[config.mk]
export PLATFORM = sky130hd
export DESIGN_NAME = opfetch_flat
export DESIGN_NICKNAME = d
export VERILOG_FILES = /design/src/rtl/cpu_pkg.sv /design/src/rtl/opfetch_if.sv /design/src/rtl/opf_slot.sv /design/src/rtl/opfetch.sv /design/src/flat_wrapper.sv
export SDC_FILE = /design/constraint.sdc
export NUM_CORES = 1
export LEC_CHECK = 0
export BUFFER_PORTS_ARGS = -buffer_cell sky130_fd_sc_hd__buf_2
export CAP_MARGIN = 20
export CORE_ASPECT_RATIO = 1.25
export CORE_MARGIN = 4
export CORE_UTILIZATION = 54
export CTS_CLUSTER_SIZE = 28
export DETAILED_ROUTE_END_ITERATION = 12
export HOLD_SLACK_MARGIN = 0.02
export PLACE_DENSITY = 0.86
export SKIP_CTS_REPAIR_TIMING = 1
export SLEW_MARGIN = 20
export SYNTH_ARGS = -nofsm -noshare
export SYNTH_HDL_FRONTEND = slang
export SYNTH_SLANG_ARGS = --single-unit
[constraint.sdc]
create_clock -name clk -period 13.8 [get_ports clk]
set_input_delay 2.76 -clock clk [delete_from_list [all_inputs] [get_ports clk]]
set_output_delay 2.76 -clock clk [all_outputs]
set_load 0.05 [all_outputs]
[src/rtl/cpu_pkg.sv]
// Shared CPU constants and the operand-fetch FSM state type.
package cpu_pkg;

    localparam int REG_W = 64;
    localparam int SEL_W = 6;
    localparam int OPC_W = 8;

    typedef enum logic [2:0] {
        IDLE,
        RD_A,
        RD_B,
        CAP_B,
        HOLD
    } opf_state_t;

endpackage

[src/rtl/opfetch_if.sv]
// Operand-fetch bundle: request in, regbank read port, write-back snoop, operands out.
interface opfetch_if;
    import cpu_pkg::*;

    logic             req_valid;
    logic             req_ready;
    logic [SEL_W-1:0] req_sel_a;
    logic [SEL_W-1:0] req_sel_b;
    logic             req_nb;
    logic [OPC_W-1:0] req_opcode;

    logic             rd_en;
    logic [SEL_W-1:0] rd_sel;
    logic [REG_W-1:0] rd_val;

    logic             wb_we;
    logic [SEL_W-1:0] wb_sel;
    logic [REG_W-1:0] wb_val;

    logic             op_valid;
    logic             op_ready;
    logic [REG_W-1:0] op_a;
    logic [REG_W-1:0] op_b;
    logic [OPC_W-1:0] op_opcode;

    modport slave (
        input  req_valid, req_sel_a, req_sel_b, req_nb, req_opcode,
        input  rd_val, wb_we, wb_sel, wb_val, op_ready,
        output req_ready, rd_en, rd_sel, op_valid, op_a, op_b, op_opcode
    );

    modport master (
        output req_valid, req_sel_a, req_sel_b, req_nb, req_opcode,
        output rd_val, wb_we, wb_sel, wb_val, op_ready,
        input  req_ready, rd_en, rd_sel, op_valid, op_a, op_b, op_opcode
    );

endinterface

[src/rtl/opf_slot.sv]
// One operand slot: captures read data and overrides it with snooped write-backs
// from the read issue cycle onward.
module opf_slot
    import cpu_pkg::*;
(
    input  logic             clk,
    input  logic             reset,
    input  logic             arm,
    input  logic             cap,
    input  logic             clr,
    input  logic [SEL_W-1:0] sel_in,
    input  logic [REG_W-1:0] rd_val,
    input  logic             wb_we,
    input  logic [SEL_W-1:0] wb_sel,
    input  logic [REG_W-1:0] wb_val,
    output logic [REG_W-1:0] val
);

    logic [SEL_W-1:0] sel_q;
    logic [SEL_W-1:0] cmp_sel;
    logic             live;
    logic             pend;
    logic             hit;

    assign cmp_sel = arm ? sel_in : sel_q;
    assign hit     = wb_we && (wb_sel == cmp_sel);

    // A hit in the issue cycle is missed by the read port, so it is parked in val
    // and pend stops the following capture from overwriting it with stale data.
    always_ff @(posedge clk or posedge reset) begin
        if (reset) begin
            val   <= '0;
            sel_q <= '0;
            live  <= 1'b0;
            pend  <= 1'b0;
        end else if (clr) begin
            val  <= '0;
            live <= 1'b0;
            pend <= 1'b0;
        end else if (arm) begin
            sel_q <= sel_in;
            live  <= 1'b0;
            pend  <= hit;
            if (hit) val <= wb_val;
        end else if (cap) begin
            live <= 1'b1;
            if (hit)       val <= wb_val;
            else if (!pend) val <= rd_val;
        end else if (live && hit) begin
            val <= wb_val;
        end
    end

endmodule

[src/rtl/opfetch.sv]
// Operand fetch: sequences two reads over the single regbank port and holds
// forwarded operands for the ALU until accepted.
module opfetch
    import cpu_pkg::*;
(
    input  logic clk,
    input  logic reset,
    opfetch_if.slave bus
);

    opf_state_t       state;
    opf_state_t       state_nxt;
    logic [SEL_W-1:0] sel_a_q;
    logic [SEL_W-1:0] sel_b_q;
    logic             nb_q;
    logic [OPC_W-1:0] opc_q;
    logic             accept;

    assign accept = bus.req_valid && bus.req_ready;

    always_ff @(posedge clk or posedge reset) begin
        if (reset) state <= IDLE;
        else       state <= state_nxt;
    end

    always_comb begin
        state_nxt = state;
        case (state)
            IDLE:    if (bus.req_valid) state_nxt = RD_A;
            RD_A:    state_nxt = RD_B;
            RD_B:    state_nxt = nb_q ? HOLD : CAP_B;
            CAP_B:   state_nxt = HOLD;
            HOLD:    if (bus.op_ready) state_nxt = IDLE;
            default: state_nxt = IDLE;
        endcase
    end

    // Read strobe/select and op_valid come from registered state only.
    always_comb begin
        bus.req_ready = (state == IDLE) && !reset;
        bus.rd_en     = 1'b0;
        bus.rd_sel    = '0;
        bus.op_valid  = (state == HOLD);
        if (state == RD_A) begin
            bus.rd_en  = 1'b1;
            bus.rd_sel = sel_a_q;
        end else if (state == RD_B && !nb_q) begin
            bus.rd_en  = 1'b1;
            bus.rd_sel = sel_b_q;
        end
    end

    always_ff @(posedge clk or posedge reset) begin
        if (reset) begin
            sel_a_q <= '0;
            sel_b_q <= '0;
            nb_q    <= 1'b0;
            opc_q   <= '0;
        end else if (accept) begin
            sel_a_q <= bus.req_sel_a;
            sel_b_q <= bus.req_sel_b;
            nb_q    <= bus.req_nb;
            opc_q   <= bus.req_opcode;
        end
    end

    assign bus.op_opcode = opc_q;

    opf_slot u_slot_a (
        .clk    (clk),
        .reset  (reset),
        .arm    (state == RD_A),
        .cap    (state == RD_B),
        .clr    (accept),
        .sel_in (sel_a_q),
        .rd_val (bus.rd_val),
        .wb_we  (bus.wb_we),
        .wb_sel (bus.wb_sel),
        .wb_val (bus.wb_val),
        .val    (bus.op_a)
    );

    // With nb set, slot B is cleared on accept and never armed, so it stays 0.
    opf_slot u_slot_b (
        .clk    (clk),
        .reset  (reset),
        .arm    (state == RD_B && !nb_q),
        .cap    (state == CAP_B),
        .clr    (accept),
        .sel_in (sel_b_q),
        .rd_val (bus.rd_val),
        .wb_we  (bus.wb_we),
        .wb_sel (bus.wb_sel),
        .wb_val (bus.wb_val),
        .val    (bus.op_b)
    );

endmodule

[src/flat_wrapper.sv]
// flat-port wrapper written by rule: the top's interface ports become plain ports
module opfetch_flat import cpu_pkg::*;
  (clk, reset, bus_req_valid, bus_req_sel_a, bus_req_sel_b, bus_req_nb, bus_req_opcode, bus_rd_val, bus_wb_we, bus_wb_sel, bus_wb_val, bus_op_ready, bus_req_ready, bus_rd_en, bus_rd_sel, bus_op_valid, bus_op_a, bus_op_b, bus_op_opcode);
  opfetch_if bus_i ();
  input  logic clk;
  input  logic reset;
  input wire logic [$bits(bus_i.req_valid)-1:0] bus_req_valid;
  input wire logic [$bits(bus_i.req_sel_a)-1:0] bus_req_sel_a;
  input wire logic [$bits(bus_i.req_sel_b)-1:0] bus_req_sel_b;
  input wire logic [$bits(bus_i.req_nb)-1:0] bus_req_nb;
  input wire logic [$bits(bus_i.req_opcode)-1:0] bus_req_opcode;
  input wire logic [$bits(bus_i.rd_val)-1:0] bus_rd_val;
  input wire logic [$bits(bus_i.wb_we)-1:0] bus_wb_we;
  input wire logic [$bits(bus_i.wb_sel)-1:0] bus_wb_sel;
  input wire logic [$bits(bus_i.wb_val)-1:0] bus_wb_val;
  input wire logic [$bits(bus_i.op_ready)-1:0] bus_op_ready;
  output wire logic [$bits(bus_i.req_ready)-1:0] bus_req_ready;
  output wire logic [$bits(bus_i.rd_en)-1:0] bus_rd_en;
  output wire logic [$bits(bus_i.rd_sel)-1:0] bus_rd_sel;
  output wire logic [$bits(bus_i.op_valid)-1:0] bus_op_valid;
  output wire logic [$bits(bus_i.op_a)-1:0] bus_op_a;
  output wire logic [$bits(bus_i.op_b)-1:0] bus_op_b;
  output wire logic [$bits(bus_i.op_opcode)-1:0] bus_op_opcode;
  assign bus_i.req_valid = bus_req_valid;
  assign bus_i.req_sel_a = bus_req_sel_a;
  assign bus_i.req_sel_b = bus_req_sel_b;
  assign bus_i.req_nb = bus_req_nb;
  assign bus_i.req_opcode = bus_req_opcode;
  assign bus_i.rd_val = bus_rd_val;
  assign bus_i.wb_we = bus_wb_we;
  assign bus_i.wb_sel = bus_wb_sel;
  assign bus_i.wb_val = bus_wb_val;
  assign bus_i.op_ready = bus_op_ready;
  assign bus_req_ready = bus_i.req_ready;
  assign bus_rd_en = bus_i.rd_en;
  assign bus_rd_sel = bus_i.rd_sel;
  assign bus_op_valid = bus_i.op_valid;
  assign bus_op_a = bus_i.op_a;
  assign bus_op_b = bus_i.op_b;
  assign bus_op_opcode = bus_i.op_opcode;
  opfetch u_core (.clk(clk), .reset(reset), .bus(bus_i));
endmodule
======== Yosys cells after proc, flatten, opt, wreduce, memory -nomap -nowiden ========
Index checks and enable logic that the tools add are counted.
storage, ports and cells
  flip-flop bits (word level) ............. 168
  bits of input ports ..................... 160
  output and inout bits ................... 145
  word-level logic and storage cells ...... 78
cells by class
  equal/unequal tests ..................... 12
  multiplexer cells ....................... 34
  reduce and logical (&&, ||, !) cells .... 19
operators by type and width
  operator                                               number
  2-to-1 mux 64 bit                                      14
  2-to-1 mux 6 bit                                       4
  one-hot mux 3 bit (5 select lines)                     1
  equality test 6 bit                                    2
  2-to-1 mux 1 bit                                       12
  2-to-1 mux 3 bit                                       3
  inequality test 4 x 2 -> 1 bit, second input constant  2
  nonzero test 4 bit                                     2
  logical AND 1 bit                                      7
  equality test 3 x 2 -> 1 bit, second input constant    2
  inequality test 3 x 1 -> 1 bit, second input constant  2
  AND reduction 3 bit                                    2
  nonzero test 3 bit                                     2
  inequality test 2 bit, second input constant           2
  nonzero test 2 bit                                     2
  equality test 3 x 1 -> 1 bit, second input constant    1
  equality test 3 bit, second input constant             1
  logical NOT 3 bit                                      1
  logical NOT 1 bit                                      2
  AND reduction 2 bit                                    1

======== Logic depth before layout (Yosys ltp) ========
  word-level depth ........................ 10
  gate-level depth with buffers ........... 11
  depth with buffers taken out ............ 7

======== Cells and area by module ========
A second synthesis with hierarchy kept.
unflattened totals
  cell total of the unflattened synthesis .. 738
  area total of the unflattened synthesis .. 8674.6 um^2
modules (own cells, without submodules)
  module    times used  cells an instance  area each (um^2)  seq. area each (um^2)
  opf_slot  2           327                3746.1            1801.7
  opfetch   1           84                 1182.4            600.6

======== Worst setup path after synthesis ========
OpenSTA, ideal clock, no wires.
  kind .................................... input to output
  start ................................... in reset
  end ..................................... out bus_req_ready
  arrival time ............................ 4318 ps
  data required time ...................... 11040 ps
  setup slack ............................. 6722 ps
  cell stages on the path ................. 1
  buffers on the path ..................... 0
  path through ............................ nor4_1
between the ends
  cells in the longest elaborated chain, start to end .. 2
RTL lines
  what                         RTL line            RTL
  start: declaration           flat_wrapper.sv:6   input logic reset;
  logical NOT 1 bit (no line)  n/a
  logical AND 1 bit            opfetch.sv:40       bus.req_ready = (state == IDLE) && !reset;
  end: declaration             flat_wrapper.sv:17  output wire logic [$bits(bus_i.req_ready)-1:0] bus_req_ready;
No other way between the ends.

======== Worst setup path in the final report ========
Same ends and word-level chain as after synthesis.

==> results.toml <==
[finish]
fill_cells = 1182
multiInputGateArea_mm2 = 0.00386
nets = 1228
seq_area_mm2 = 0.00420
stdcell_count = 1291
layout-drive-gt1-share_pct = 34.8
area_growth_pct = 25.5
fin_util_pct = 69.7

[floorplanning]
rows = 50
dieWidth_um = 120
io-pin-count = 305
start_util_pct = 55.6
die-area_mm2 = 0.0177
die_h_um = 148
core_mm2 = 0.0151

[logic_synthesis]
synth-async-reset-ratio_pct = 100
synth_cells = 797
ys.warnings.count = 0
synthAdderAreaFrac_pct = 0
synth_area_leaders = "dfrtp_1, mux2i_1, mux2_1"
avgSynthCellArea_um2 = 10.6
synthesis.nets = 957
muxShareOfSynthArea_pct = 24.8
synth_edf_count = 0
synthFlopType = "dfrtp_1"
synth_xor_area_share_pct = 0.416
ys_ff_latch = 168
synth-simple-area-share_pct = 9.24
synth_top_area_cell = "dfrtp_1"
synth_most_common_cell = "dfrtp_1"
synthDistinctLibCells = 44
synth_area_mm2 = 0.00841
ys_seq_area_share_pct = 50.0
synth_top_area_share_pct = 50.0
synth_top_family_by_area = "multiplexers"
synth_commonest_cells = "dfrtp_1, mux2i_1, nand2_1, o21ai_0"
synth_compound_area_share_pct = 10.9

[job]
drv_cap = 0

[route]
finalWirelength_um = 23900
via_per_inst = 5.59
ant_nets = 0
drcViolationCount = 0
drtIter0Drc = 478
dr.pass1.iters = 5
wire_per_inst_um = 18.5
vias = 7213

[critical_path]
startpoint_type = "primary input"
crit_arrival_ps = 3650
crit_type = "in2out"
cp_num_buf_inv = 2
worst_path_largest_cell_delay_ps = 390
cp-end-kind = "output pin"
worstPathMaxFanout = 3
r2r_slack_ps = 9630
path_common_cell = "buf_2"
cp.required_ps = 11040
cp_top_family = "buffers and inverters"
cp_slowest_cell = "nor4_1"
crit_chain = "buf_2, nor4_1, buf_2"

[timing]
fin_crit_ps = 6410
tns_ps = 0
rsz0062_at_grt = "no"
setup_viol = 0
worst_pin_slew_ps = 1110
finalCritPeriodShare_pct = 46.4
finClkSkew_ps = 9.37
fin_ws_ps = 7390
timing.fmax_mhz = 156
whs_ps = 473
hold_viol = 0
drv_slew = 0
slew_headroom_pct = 26.0

[global_route]
grt_max_degree = 95
overflow = 0
grt_pass1_wl_um = 37800
antenna_found_initial = 1
grt_pass1_vias = 7496
grt_use_total_pct = 26.8

[power]
power_density_mw_per_mm2 = 270
ir_worst_vdd_mv = 0.152
leakage_nw = 5.64

[clocking]
cts_buffers = 17
cts_tree = "yes"
clock_latency_ps = 420
root_buffer = "clkbuf_16"
h-tree-depth = 4
clock-sinks = 168
cts_buffer_depth = 2
path_clk_slew_ps = 60

[placed_design]
place_inst = 1257
io_buffers = 304
post-place-ws_ps = 7400
hpwl_um = 16400
place_congestion = 0.887

[hold_path]
hold_path.class = "reg2reg"

[run_status]
status = "finished, final reports clean"
## layer usage
layer	wire length (um)	track usage [%]
met1	9060	30.8
met2	12500	47.7
met3	1410	5.89
met4	974	12.6
met5	0	0
## state kept, by name, indices dropped and copies added (netlist names)
name,cells
u_core.u_slot_a.live,1
u_core.u_slot_b.val,64
u_core.u_slot_b.pend,1
u_core.sel_b_q,6
u_core.bus.op_opcode,8
u_core.u_slot_a.pend,1
u_core.sel_a_q,6
u_core.nb_q,1
u_core.u_slot_a.sel_q,6
u_core.u_slot_a.val,64
u_core.u_slot_b.sel_q,6
u_core.state,3
u_core.u_slot_b.live,1
## power by group
group	internal [mW]	leakage, nW	switching, mW	total (mW)
clock network	0.264	0.281	0.196	0.460
registers	0.702	2.15	0.125	0.827
logic	0.430	3.21	1.13	1.56
## layout by cell type, fill, tap and decap left out, drive strengths merged, types with 5 or more instances in the layout
| cell type | Yosys | layout |
|---|---|---|
| mux2 | 65 | 65 |
| o21ai | 76 | 76 |
| nand2 | 91 | 91 |
| clkbuf | 31 | 22 |
| dfrtp | 168 | 168 |
| a21oi | 69 | 69 |
| buf | 30 | 313 |
| inv | 16 | 18 |
| mux2i | 135 | 135 |
| nor2 | 69 | 69 |
| clkinv | 0 | 6 |
| nor3 | 5 | 5 |
## area by class of cell
cell class | count | area share, %
flip-flops and latches | 168 | 39.8
repair buffers | 313 | 15.1
inverters | 16 | 0.616
clock buffers | 22 | 4.49
multi-input cells | 552 | 36.6
clock inverters | 10 | 0.877
well taps | 208 | 2.47
diodes | 2 | 0.0474
## worst register-to-register path: stages, from the launching register on
cell     delay, ps
dfrtp_1        550
or3b_1         630
mux2_2         390
xnor2_1        420
nor4_1         190
o22ai_4        580
buf_4          830
mux2i_1        370
nor2_1          60
## path summary, 6_finish.rpt
kind,to,cells after the start,startpoint
min reg2reg,u_core.bus.op_opcode[6],2,u_core.bus.op_opcode[6]
max,bus_req_ready,3,reset
max reg2reg,u_core.u_slot_a.val[63],8,u_core.state[0]
max in group asynchronous,u_core.sel_b_q[4],3,reset
min in group asynchronous,u_core.state[0],2,reset
min,u_core.bus.op_opcode[6],2,u_core.bus.op_opcode[6]
## through the flow
step / total power [mW] / cell area [um^2]
after detailed placement: 2.39 / 9980
after floorplan: 2.03 / 8410
after global placement: 2.35 / 9980
after global routing: 3.00 / 10600
after CTS: 2.86 / 10600
final: 2.85 / 10600
## cells by family (layout without fill, tap and decap cells)
kind of cell    count (synthesis)  in the layout
mux                           200            200
simple gates                  184            184
flops                         168            168
compound gates                164            164
buf+inv                        77            361
xor+xnor                        4              4
other cells                     0              2
Note: power is estimated with default switching activity, not from simulation.
